$ cat config.mk
export PLATFORM = sky130hd
export DESIGN_NAME = microsequencer
export DESIGN_NICKNAME = d
export VERILOG_FILES = /design/src/rtl/microsequencer.sv
export SDC_FILE = /design/constraint.sdc
export NUM_CORES = 1
export LEC_CHECK = 0
export CAP_MARGIN = 10
export CORE_MARGIN = 1.5
export CORE_UTILIZATION = 30
export DETAILED_ROUTE_END_ITERATION = 8
export HOLD_SLACK_MARGIN = 0.1
export PLACE_DENSITY = 0.68
export SLEW_MARGIN = 20
export SYNTH_ARGS = -nofsm -noshare
export SYNTH_HDL_FRONTEND = slang
export SYNTH_SLANG_ARGS = --single-unit
$ cat constraint.sdc
create_clock -name clk -period 1.9 [get_ports clk]
set_input_delay 0.285 -clock clk [delete_from_list [all_inputs] [get_ports clk]]
set_output_delay 0.285 -clock clk [all_outputs]
set_load 0.1 [all_outputs]
$ cat src/rtl/microsequencer.sv
// LC-3 microsequencer: registered next control-store address (uPC)
// selected from opcode dispatch or the J field modified by COND; holds BEN.
module microsequencer #(
  parameter int          AW         = 6,
  parameter logic [AW-1:0] RESET_ADDR = 6'h12
) (
  input  logic          clk,
  input  logic          reset,
  input  logic [AW-1:0] j_field,
  input  logic [2:0]    cond_bits,
  input  logic          ird,
  input  logic          ld_ben,
  input  logic          r_bit,
  input  logic [6:0]    ir_15_9,
  input  logic [2:0]    nzp,
  output logic [AW-1:0] next_addr
);

  logic [AW-1:0] addr_q, addr_d;
  logic          ben_q, ben_d;
  logic [AW-1:0] ofs;

  always_comb begin
    ofs = '0;
    unique case (cond_bits)
      3'b001:  ofs = r_bit      ? AW'(2) : '0;
      3'b010:  ofs = ben_q      ? AW'(4) : '0;
      3'b011:  ofs = ir_15_9[2] ? AW'(1) : '0;
      default: ofs = '0;
    endcase
  end

  // J modification is a true add that wraps at the address width
  always_comb begin
    addr_d = j_field + ofs;
    if (ird)
      addr_d = {{(AW-4){1'b0}}, ir_15_9[6:3]};
  end

  always_comb begin
    ben_d = ben_q;
    if (ld_ben)
      ben_d = |(ir_15_9[2:0] & nzp);
  end

  always_ff @(posedge clk) begin
    if (reset) begin
      addr_q <= RESET_ADDR;
      ben_q  <= 1'b0;
    end else begin
      addr_q <= addr_d;
      ben_q  <= ben_d;
    end
  end

  assign next_addr = addr_q;

endmodule

Word-level counts from Yosys, hierarchy flattened
Index checks and enable logic that the tools add are counted.
W data, S select, Z words.
{"block": "classes", "reduce_logical": 2, "n_addsub": 1, "mux": 5, "eq_ne": 3, "bitwise_logic": 1}
{"op": "$pmux W3 S3", "n": 1}
{"op": "$add A6 B3 Y6", "n": 1}
{"op": "$eq A3 B2 Y1 const B", "n": 2}
{"op": "$mux W5", "n": 1}
{"op": "$and A3 B3 Y3", "n": 1}
{"op": "$eq A3 B1 Y1 const B", "n": 1}
{"op": "$mux W3", "n": 1}
{"op": "$reduce_or A3 Y1", "n": 1}
{"op": "$mux W2", "n": 1}
{"op": "$reduce_or A2 Y1", "n": 1}
{"op": "$mux W1", "n": 1}
{"block": "totals", "register_bits": 7, "inputBits": 24, "word_cells": 15, "out_inout_bits": 6}

Longest topological paths before layout
{"block": "logic_depth", "depth_word": 4, "ltp_mapped": 8, "ltp_nobuf": 8}

Least setup slack after synthesis
OpenSTA, ideal clock, no wires.
{"block": "synth_timing", "path_kind": "in2reg", "from": "in cond_bits[0]", "to": "reg addr_q[4], in the netlist next_addr[4]", "path_stages": 8, "setup_ps": 129, "required_time_ps": 1771, "arrival_ps": 1487, "slack_ps": 284, "cell_sequence": "nor2b_1 and3_1 ha_1 inv_1 fa_1 nor2b_1 o21a_1 o211ai_1"}
{"block": "synth_via", "elab_chain_len": 4, "elab_cells_between_ends": 6}
{"element": "from (decl)", "line": "10", "text": "input logic [2:0] cond_bits,"}
{"element": "$eq A3 B2 Y1 / $eq A3 B1 Y1 (equally long branches)", "line": "25", "text": "unique case (cond_bits)"}
{"element": "$pmux W3 S3 *", "line": "25"}
{"element": "$add A6 B3 Y6 *", "line": "35", "text": "addr_d = j_field + ofs;"}
{"element": "$mux W5 *", "line": "36", "text": "if (ird)"}
{"element": "to (signal assigned)", "line": "51", "text": "addr_q <= addr_d;"}
{"element": "to (decl)", "line": "19", "text": "logic [AW-1:0] addr_q, addr_d;"}
Every way passes the cells marked *; elsewhere a longest branch is shown, timed or not.
A chain may end at the register's enable or synchronous reset.

Worst setup path in the final report
{"block": "layout_timing", "from": "in cond_bits[1]", "to": "reg addr_q[4], in the netlist next_addr[4]"}
Same word-level chain as after synthesis.

==> results_dict.tcl <==
set metrics [dict create \
    outcome "finished clean" \
    synth_fp_nets 78 \
    dp_hpwl_microns 873 \
    relSlewSlack_pct 73.5 \
    worstSkewPairLatency_ns 0.24 \
    die_area_sq_um 1710 \
    power_frac_seq_pct 34.2 \
    final_max_slew_viol_count 0 \
    diodes 0 \
    p_leak_nw 0.365 \
    synthCells 50 \
    die_w_microns 41.4 \
    h-tree-depth 1 \
    grt_pass1_wl_mm 1.85 \
    grt.total_usage_pct 17.0 \
    fp-row-count 13 \
    cts_root_buf "clkbuf_4" \
    fin_worst_skew_ns 0.000790 \
    synth-compound-area-share_pct 18.4 \
    vdd_ir_drop_max_uv 490 \
    rsz0062_at_grt "false" \
    hp-class "reg -> reg" \
    synth_area_per_cell_sq_um 8.83 \
    worst_slack_ns 0.101 \
    final_common_cell "clkdlybuf4s50_1" \
    start_kind "input pin" \
    hold_violations 0 \
    antenna_found_initial 0 \
    crit_buf_inv 1 \
    finalWirelength_mm 1.11 \
    post-route-min-period_ns 1.80 \
    p_switching_w 0.000155 \
    pwr-share-clk_pct 27.8 \
    drive_gt1_share_pct 22.6 \
    setup_viol 0 \
    swShare_pct 33.1 \
    ant_nets 0 \
    yosys.area_share.simple_pct 22.7 \
    ys_seq_area_share_pct 31.7 \
    cap_violations 0 \
    ys_types 25 \
    ys_seq_elements 7 \
    grt_start_max_net_pins 12 \
    cpPeakStageDelay_ns 0.50 \
    fmax_ghz 0.556 \
    cts_tree "yes" \
    area.growth.synth_to_final_pct 85.0 \
    power_density_nw_per_um2 574 \
    worstPathMaxFanout 4 \
    fp.dieH_microns 41.4 \
    internal-power_w 0.000314 \
    hold_buffers 0 \
    start_util_pct 33.1 \
    ios 30 \
    cts_max_path_buffers 2 \
    synthAdderAreaFrac_pct 13.0 \
    critical_path_class "in -> reg" \
    worst_ep_required_time_ns 2.06 \
    total_power_w 0.000469 \
    ys_warn_count 0 \
    worstPathCellList "clkdlybuf4s50_1 > nor4bb_4 > ha_1 > nor2b_2 > o21a_1 > o211ai_1" \
    cts_sinks 7 \
    io_buffers 29 \
    synth_top_family_by_area "simple AND/OR/NAND/NOR gates" \
    finalNetCount 113 \
    cp_top_family "buffers and inverters" \
    firstDrtPassIters 4 \
    worst_pin_slew_ns 0.396 \
    routedWlPerCell_microns 11.2 \
    crit_path_end_kind "flip-flop" \
    cp.arrival_ns 1.96 \
    numCtsBuffers 3 \
    gp_congestion 0.702 \
    fillers 136 \
    synthMuxAreaShare_pct 6.80 \
    netlist_area_sq_um 442 \
    grt_overflow 0 \
    drcViolationCount 0 \
    coreArea_sq_um 1330 \
    clkTransAtPathRegs_ns 0.05 \
    grt_pass1_vias 449 \
    synth-xor-area-share_pct 1.98 \
    min_period_over_period_pct 94.7 \
    crit_slowest_cell "clkdlybuf4s50_1" \
    vias 467 \
    combPwrFrac_pct 38.0 \
    dpl_worst_slack_ns -0.304 \
    via_per_inst 4.72 \
    layout_common_cells "clkdlybuf4s50_1 (21), buf_4 (9), dfxtp_1 (7), nor2_1 (5)" \
    dr.first_iter.drc_count 3 \
]
## per-stage QoR
step	cell area (sq um)	hold WS (ns)	utilization [%]	cells	TNS, ns
final	817	0.502	61.3	99	0
after global routing	817	0.544	61.3	99	0
after CTS	783	0.512	58.7	99	0
after detailed placement	749	0.505	56.2	95	-1.11
after global placement	749	0.497	56.2	95	-0.980
after floorplan	442	0.381	-	50	0
## worst paths after layout
kind	start	endpoint	slack, ns	depth (start not counted)
setup / recovery	cond_bits[1]	next_addr[4]	0.10	6
hold / removal	ben_q	ben_q	0.50	2
setup reg to reg	ben_q	next_addr[3]	0.41	5
hold reg to reg	ben_q	ben_q	0.50	2
## state kept, by name, summed over array words and instances (netlist names)
| signal | count |
|---|---|
| ben_q | 1 |
| next_addr | 6 |
## timing repair
| item | in CTS | in global routing |
|---|---|---|
| gates resized for setup | 3 | 7 |
| buffers inserted | 0 | 0 |
| endpoints found under the setup margin | 1 | 4 |
| pin swaps | 0 | 1 |
## cell usage after synthesis
cell | number | share of area, %
inv_1 | 4 | 3.4
nand3b_1 | 1 | 1.7
and3_1 | 1 | 1.4
nor2_1 | 5 | 4.2
ha_1 | 3 | 8.5
nand3_1 | 2 | 2.3
or3_1 | 1 | 1.4
a211oi_1 | 1 | 1.7
nand2_1 | 4 | 3.4
nand2b_1 | 1 | 1.4
nor3b_1 | 1 | 1.7
xnor2_1 | 1 | 2.0
nor4bb_1 | 1 | 2.3
o21a_1 | 1 | 1.7
clkbuf_1 | 1 | 0.85
a21oi_1 | 2 | 2.3
dfxtp_1 | 7 | 32
nor2b_1 | 2 | 2.8
a2111o_1 | 1 | 2.5
a222oi_1 | 1 | 2.3
fa_1 | 1 | 4.5
o211ai_2 | 1 | 2.8
buf_2 | 1 | 1.1
o211ai_1 | 3 | 5.1
mux2i_1 | 3 | 6.8
## worst min-delay path, cell delays in order, from the launching register on
cell	delay, ns
dfxtp_1	0.31
nor2_1	0.09
a211oi_1	0.05
## power groups by stage
stage | sequential [W] | combinational (W) | clock [W]
after floorplan | 0.000227 | 0.0000352 | 0
after global placement | 0.000164 | 0.000170 | 0
after detailed placement | 0.000163 | 0.000171 | 0
after CTS | 0.000160 | 0.000173 | 0.000137
after global routing | 0.000162 | 0.000190 | 0.000146
final | 0.000160 | 0.000178 | 0.000131
## final cells by class
class | instances | area [sq um] | area share, %
Multi-Input combinational cell | 37 | 314 | 38.4
Timing Repair Buffer | 32 | 303 | 37.1
Sequential cell | 7 | 140 | 17.2
Clock buffer | 4 | 26.3 | 3.22
Tap cell | 15 | 18.8 | 2.30
Inverter | 4 | 15.0 | 1.84
## logic make-up (layout without fill, tap and decap cells)
family / count (synthesis) / count (layout)
AOI/OAI and AO/OA: 10 / 10
DFF: 7 / 7
buffers and inverters: 6 / 40
muxes: 3 / 3
and+or+nand+nor: 19 / 19
xor gates and xnor gates: 1 / 1
adders and majority gates: 4 / 4
## routing by layer
metal | GRT usage, % | wire, microns
met5 | 0 | 0
met4 | 0 | 0
met3 | 7.98 | 71
met2 | 30.1 | 574
met1 | 19.7 | 460
No activity file was read; power rests on OpenSTA's default activity.
